<file path="src/rtl/noc_msg_arbiter.sv">
// Round-robin N_REQ:1 outbound mux and ID-routed inbound demux for a P2P message FIFO; req->fifo_out_rdy 1 cycle, fifo_in_rdy->req_in_rdy 1 cycle.
// Both sides wait indefinitely on the peer's ack; NOC_ARB_SRC_STAMP_EN overwrites the outbound ID field with the grant index.
module noc_msg_arbiter #(
    parameter int N_REQ = 4,
    parameter int W_MSG = 64,
    parameter int W_ID  = 2
) (
    input  logic                   clk,
    input  logic                   rst,
    input  logic [N_REQ-1:0]       req_out_rdy,
    input  logic [N_REQ*W_MSG-1:0] req_out_msg,
    output logic [N_REQ-1:0]       req_out_ack,
    output logic [N_REQ-1:0]       req_in_rdy,
    output logic [W_MSG-1:0]       req_in_msg,
    input  logic [N_REQ-1:0]       req_in_ack,
    output logic                   fifo_out_rdy,
    output logic [W_MSG-1:0]       fifo_out_msg,
    input  logic                   fifo_out_ack,
    input  logic                   fifo_in_rdy,
    input  logic [W_MSG-1:0]       fifo_in_msg,
    output logic                   fifo_in_ack,
    output logic [7:0]             drop_cnt,
    output logic                   busy
);
    localparam int IW = (N_REQ > 1) ? $clog2(N_REQ) : 1;
    localparam logic [IW-1:0] LAST = IW'(N_REQ - 1);

    typedef enum logic [1:0] {O_IDLE, O_SEND, O_DONE} o_state_t;
    typedef enum logic [1:0] {I_IDLE, I_DELIVER, I_POP, I_GAP} i_state_t;

    o_state_t          o_state_q, o_state_d;
    logic [IW-1:0]     ptr_q, ptr_d;
    logic [IW-1:0]     grant_q, grant_d;
    logic [W_MSG-1:0]  out_msg_q, out_msg_d;
    logic              out_rdy_q, out_rdy_d;
    logic [N_REQ-1:0]  out_ack_q, out_ack_d;

    i_state_t          i_state_q, i_state_d;
    logic [W_MSG-1:0]  in_msg_q, in_msg_d;
    logic [N_REQ-1:0]  in_rdy_q, in_rdy_d;
    logic              in_ack_q, in_ack_d;
    logic [7:0]        drop_q, drop_d;
    logic              busy_q, busy_d;

    logic              pick_vld;
    logic [IW-1:0]     pick;
    logic [W_MSG-1:0]  pick_msg;
    logic [W_ID-1:0]   in_id;
    logic [N_REQ-1:0]  in_hit;
    logic              in_id_ok;

    // Round-robin search: lowest requester at or above ptr wins, else lowest below ptr.
    // Loops run high-to-low so the last assignment is the lowest match.
    always_comb begin
        pick_vld = 1'b0;
        pick     = '0;
        for (int k = N_REQ - 1; k >= 0; k--) begin
            if (req_out_rdy[k] && (IW'(k) < ptr_q)) begin
                pick_vld = 1'b1;
                pick     = IW'(k);
            end
        end
        for (int k = N_REQ - 1; k >= 0; k--) begin
            if (req_out_rdy[k] && (IW'(k) >= ptr_q)) begin
                pick_vld = 1'b1;
                pick     = IW'(k);
            end
        end
    end

    always_comb begin
        pick_msg = '0;
        for (int k = 0; k < N_REQ; k++) begin
            if (pick == IW'(k)) begin
                pick_msg = req_out_msg[k*W_MSG +: W_MSG];
            end
        end
`ifdef NOC_ARB_SRC_STAMP_EN
        pick_msg[W_MSG-1 -: W_ID] = W_ID'(pick);
`endif
    end

    // Outbound FSM
    always_comb begin
        o_state_d = o_state_q;
        ptr_d     = ptr_q;
        grant_d   = grant_q;
        out_msg_d = out_msg_q;
        out_rdy_d = out_rdy_q;
        out_ack_d = '0;
        case (o_state_q)
            O_IDLE: begin
                if (pick_vld) begin
                    grant_d   = pick;
                    out_msg_d = pick_msg;
                    out_rdy_d = 1'b1;
                    o_state_d = O_SEND;
                end
            end
            O_SEND: begin
                if (fifo_out_ack) begin
                    out_rdy_d = 1'b0;
                    o_state_d = O_DONE;
                    for (int k = 0; k < N_REQ; k++) begin
                        out_ack_d[k] = (grant_q == IW'(k));
                    end
                end
            end
            O_DONE: begin
                ptr_d     = (grant_q == LAST) ? '0 : grant_q + 1'b1;
                o_state_d = O_IDLE;
            end
            default: o_state_d = O_IDLE;
        endcase
    end

    // ID decode doubles as the validity check: no hit means the ID names no requester.
    always_comb begin
        in_id    = fifo_in_msg[W_MSG-1 -: W_ID];
        in_hit   = '0;
        in_id_ok = 1'b0;
        for (int k = 0; k < N_REQ; k++) begin
            if (in_id == W_ID'(k)) begin
                in_hit[k] = 1'b1;
                in_id_ok  = 1'b1;
            end
        end
    end

    // Inbound FSM
    always_comb begin
        i_state_d = i_state_q;
        in_msg_d  = in_msg_q;
        in_rdy_d  = in_rdy_q;
        in_ack_d  = 1'b0;
        drop_d    = drop_q;
        case (i_state_q)
            I_IDLE: begin
                if (fifo_in_rdy) begin
                    in_msg_d = fifo_in_msg;
                    if (in_id_ok) begin
                        in_rdy_d  = in_hit;
                        i_state_d = I_DELIVER;
                    end else begin
                        if (drop_q != 8'hFF) begin
                            drop_d = drop_q + 8'd1;
                        end
                        in_ack_d  = 1'b1;
                        i_state_d = I_POP;
                    end
                end
            end
            I_DELIVER: begin
                // Acks from requesters other than the addressed one are ignored.
                if (|(req_in_ack & in_rdy_q)) begin
                    in_rdy_d  = '0;
                    in_ack_d  = 1'b1;
                    i_state_d = I_POP;
                end
            end
            I_POP:   i_state_d = I_GAP;
            I_GAP:   i_state_d = I_IDLE;
            default: i_state_d = I_IDLE;
        endcase
    end

    always_comb begin
        busy_d = (o_state_d != O_IDLE) || (i_state_d != I_IDLE);
    end

    always_ff @(posedge clk) begin
        if (rst) begin
            o_state_q <= O_IDLE;
            ptr_q     <= '0;
            grant_q   <= '0;
            out_msg_q <= '0;
            out_rdy_q <= 1'b0;
            out_ack_q <= '0;
            i_state_q <= I_IDLE;
            in_msg_q  <= '0;
            in_rdy_q  <= '0;
            in_ack_q  <= 1'b0;
            drop_q    <= '0;
            busy_q    <= 1'b0;
        end else begin
            o_state_q <= o_state_d;
            ptr_q     <= ptr_d;
            grant_q   <= grant_d;
            out_msg_q <= out_msg_d;
            out_rdy_q <= out_rdy_d;
            out_ack_q <= out_ack_d;
            i_state_q <= i_state_d;
            in_msg_q  <= in_msg_d;
            in_rdy_q  <= in_rdy_d;
            in_ack_q  <= in_ack_d;
            drop_q    <= drop_d;
            busy_q    <= busy_d;
        end
    end

    assign fifo_out_rdy = out_rdy_q;
    assign fifo_out_msg = out_msg_q;
    assign req_out_ack  = out_ack_q;
    assign req_in_rdy   = in_rdy_q;
    assign req_in_msg   = in_msg_q;
    assign fifo_in_ack  = in_ack_q;
    assign drop_cnt     = drop_q;
    assign busy         = busy_q;

endmodule

</file>
<file path="config.mk">
export PLATFORM = sky130hd
export DESIGN_NAME = noc_msg_arbiter
export DESIGN_NICKNAME = d
export VERILOG_FILES = /design/src/rtl/noc_msg_arbiter.sv
export SDC_FILE = /design/constraint.sdc
export NUM_CORES = 1
export LEC_CHECK = 0
export BUFFER_PORTS_ARGS = -buffer_cell sky130_fd_sc_hd__buf_2
export CORE_AREA = 4 4 183 185
export DETAILED_ROUTE_END_ITERATION = 6
export DIE_AREA = 0 0 187 189
export SLEW_MARGIN = 20
export SYNTH_ARGS = -nofsm -noshare
export SYNTH_HDL_FRONTEND = slang
export SYNTH_SLANG_ARGS = --single-unit
</file>
<file path="constraint.sdc">
create_clock -name clk -period 2.9 [get_ports clk]
set_input_delay 0.145 -clock clk [delete_from_list [all_inputs] [get_ports clk]]
set_output_delay 0.145 -clock clk [all_outputs]
set_load 0.1 [all_outputs]
</file>
==> run summary <==
first-pass GRT wire length: 48400 um
RR Startpoint: ptr_q[0]
clock buffer depth: 2
internal power: 4.19 mW
Post-synth top flop: dfxtp_1
Crit Path Class: reg2reg
initial antenna violation count: 6
FF/Latch Area: 3100 um^2
DRT iter0 DRCs: 318
grt ovf: 0
TritonRoute pass-1 iters: 5
Syn Inst Count: 906
hold depth: 3
Hold EP: fifo_out_msg[55]
placement-stage cell area: 10300 um^2
Avg WL per Cell: 17.6 um
post-synthesis cell area: 7440 um^2
Clock Pin Slew Worst Setup and Hold Paths: 70 ps
clk sinks: 155
RSZ-0062 raised after global routing: no
layout cells sized above 1: 38.0%
Final ANT Viol Nets: 0
Power Density: 631 nW/um^2
area of the multi-input gates: 4000 um^2
leak pwr: 5.26 nW
min-delay worst type: in2reg
site row count: 66
PostCTS Resize Cnt: 0
final worst-path setup slack: 345 ps
largest net degree at the start of global routing: 80
Synth async-reset ratio: 0%
Seq/Total Area, Yosys: 41.7%
port bufs: 478
Comb power frac: 35.6%
Clock Latency Late Sink: 430 ps
num ports: 479
Post-Layout Inst Area: 11700 um^2
Layout fillers: 3331
max-cap violations: 0
critical path arrival: 2860 ps
Max Clock Skew: 9.52 ps
Final Setup Violations: 0
Max-slew headroom: 45.0%
final WL: 32500 um
peak fanout along the critical path: 26
chip width: 187 um
Hold Path Origin: req_out_msg[55]
vias in the first global route: 8498
area delta synth->final: 56.7%
post-detail-place hpwl: 24000 um
Util after Layout: 36.4%
Mean Syn Cell Area: 8.21 um^2
Initial Utilization: 23.2%
post-route insts no fill: 1848
worst endpoint required time: 3210 ps
crit end category: register
final worst-path cycle share: 88.1%
sequential share of power: 32.9%
Die Area: 35300 um^2
Die Y: 189 um
yosys warns: 0
worst vdd ir: 0.374 mV
Clk pwr share: 31.5%
sw frac: 43.0%
Total Power: 7.36 mW
number of CTS-inserted buffers: 17
R2R Setup Slk: 340 ps
Reg2Reg Depth: 8
reg2reg end: fifo_out_msg[50]
total negative slack: 0 ps
Worst Max-Slew Pin Slew: 821 ps
Seq cells post-synth: 155
syn nets: 1242
DR DRC count: 0
root buf cell: clkbuf_16
sw power: 3.16 mW
startpoint types: register
status: completed
DR vias/cell: 4.70
htree depth: 4
CTS tree: yes
vias: 8680
Fin Hold WS: 28.6 ps
post-synth cell types: 44
Final Max Slew Viols: 0
placed cell count: 1733
Setup Buffers After CTS: 0
CORE AREA: 32000 um^2
Highest Clock Rate: 0.391 GHz
fin nets: 1758
gpl congestion: 0.871
Post-CTS Hold Buffers: 78
Post-synth EDFFs: 0
Tmin final: 2560 ps
Final Hold Viols: 0
pre-CTS WS: 650 ps
Tot GR Track Use: 17.2%
[state kept, by name, summed over array words and instances (netlist names)]
| register | cells |
|---|---|
| fifo_out_msg | 64 |
| req_in_msg | 64 |
| drop_cnt | 8 |
| req_in_rdy | 4 |
| req_out_ack | 4 |
| grant_q | 2 |
| i_state_q | 2 |
| o_state_q | 2 |
| ptr_q | 2 |
| busy | 1 |
| fifo_in_ack | 1 |
| fifo_out_rdy | 1 |
[layer usage]
metal	global-route usage [%]	vias up	share of wire, %
li1	-	4241	-
met1	20.9	4079	42
met2	29.9	314	51
met3	4.19	44	5.6
met4	6.00	2	2.2
met5	0	-	0.022
[worst max-delay path, cell delays in order, from the launching register on]
cell and delay (ps):
dfxtp_1 420, nor2b_1 120, o21ai_4 180, o221a_4 380
buf_12 260, buf_12 200, mux2i_1 190, dlygate4sd3_1 560
o211ai_1 70
[logic make-up after synthesis]
kind of cell             count (synthesis)  synth area share, %
buffers and inverters                   84                 5.06
adder cells (fa/ha/maj)                  4                0.673
multiplexers                            65                 8.75
flip-flops                             155                 41.7
AND/OR/NAND/NOR                        384                 25.2
AO/OA/AOI/OAI                          214                 18.6
[synth_stat cells, types with 2 or more instances]
master,instances,share of area (%)
o21ai_1,2,0.13
and2_1,6,0.50
a21boi_0,29,2.9
a211oi_1,32,3.2
nand2b_1,6,0.50
nor2b_1,15,1.3
o211ai_1,29,2.9
buf_2,13,0.87
a21oi_1,76,5.1
inv_1,3,0.15
a211oi_2,2,0.34
nor2_1,51,2.6
nor3_1,32,2.2
a22oi_1,2,0.20
nor4b_1,2,0.24
clkbuf_1,48,2.4
ha_1,4,0.67
mux2i_1,65,8.7
buf_4,8,0.81
and3_1,4,0.34
nand2_1,168,8.5
buf_1,10,0.50
o21ai_0,29,2.0
or3_1,32,2.7
nor4_1,32,2.7
nand4_1,2,0.17
nor3b_1,29,2.9
a2111oi_1,4,0.54
dfxtp_1,155,42
buf_6,2,0.30
[layout by cell type, fill, tap and decap left out, drive strengths merged, types with 2 or more instances in the layout]
| cell type | synthesis | routed |
|---|---|---|
| dlygate4sd3 | 0 | 78 |
| nor2b | 15 | 15 |
| o211ai | 29 | 29 |
| a211oi | 34 | 34 |
| inv | 3 | 11 |
| and2 | 6 | 6 |
| buf | 33 | 500 |
| mux2i | 65 | 65 |
| ha | 4 | 4 |
| o21ai | 32 | 32 |
| nor2 | 51 | 51 |
| nand4 | 2 | 2 |
| a21boi | 29 | 29 |
| nand2b | 6 | 6 |
| a21oi | 78 | 78 |
| dfxtp | 155 | 155 |
| nand2 | 168 | 168 |
| nor3 | 33 | 33 |
| nor4 | 33 | 33 |
| clkbuf | 48 | 17 |
| clkinv | 0 | 3 |
| and3 | 4 | 4 |
| a2111oi | 4 | 4 |
| clkinvlp | 0 | 3 |
| diode | 0 | 5 |
| or3 | 32 | 32 |
| a22oi | 2 | 2 |
| nor3b | 29 | 29 |
| nor4b | 2 | 2 |
[worst max-delay path by stage]
stage | startpoint | endpoint | slack [ps] | cells after the start
finish | ptr_q[0] | fifo_out_msg[50] | 340 | 8
global route | ptr_q[0] | fifo_out_msg[52] | 240 | 8
CTS | ptr_q[0] | fifo_out_msg[52] | 370 | 8
detailed placement | req_out_rdy[1] | fifo_out_msg[49] | 650 | 7
global placement | req_out_rdy[1] | fifo_out_msg[54] | 710 | 7
floorplan | ptr_q[1] | fifo_out_msg[58] | 1150 | 8
[area by class of cell]
cell class,instances,share of cell area (%)
multi-input cells,667,34.3
repair buffers,578,29.3
flip-flops and latches,155,26.6
well taps,408,4.38
clock buffers,17,3.65
clock inverters,15,1.54
diodes,5,0.107
inverters,3,0.0966
[power by group through the flow]
stage / combinational [mW] / clock (mW) / sequential, mW
after floorplan: 0.611 / 0 / 3.74
after global placement: 2.52 / 0 / 2.46
after detailed placement: 2.53 / 0 / 2.47
after CTS: 2.62 / 2.40 / 2.42
after global routing: 2.74 / 2.47 / 2.44
final: 2.62 / 2.32 / 2.42
Note: power is estimated with default switching activity, not from simulation.
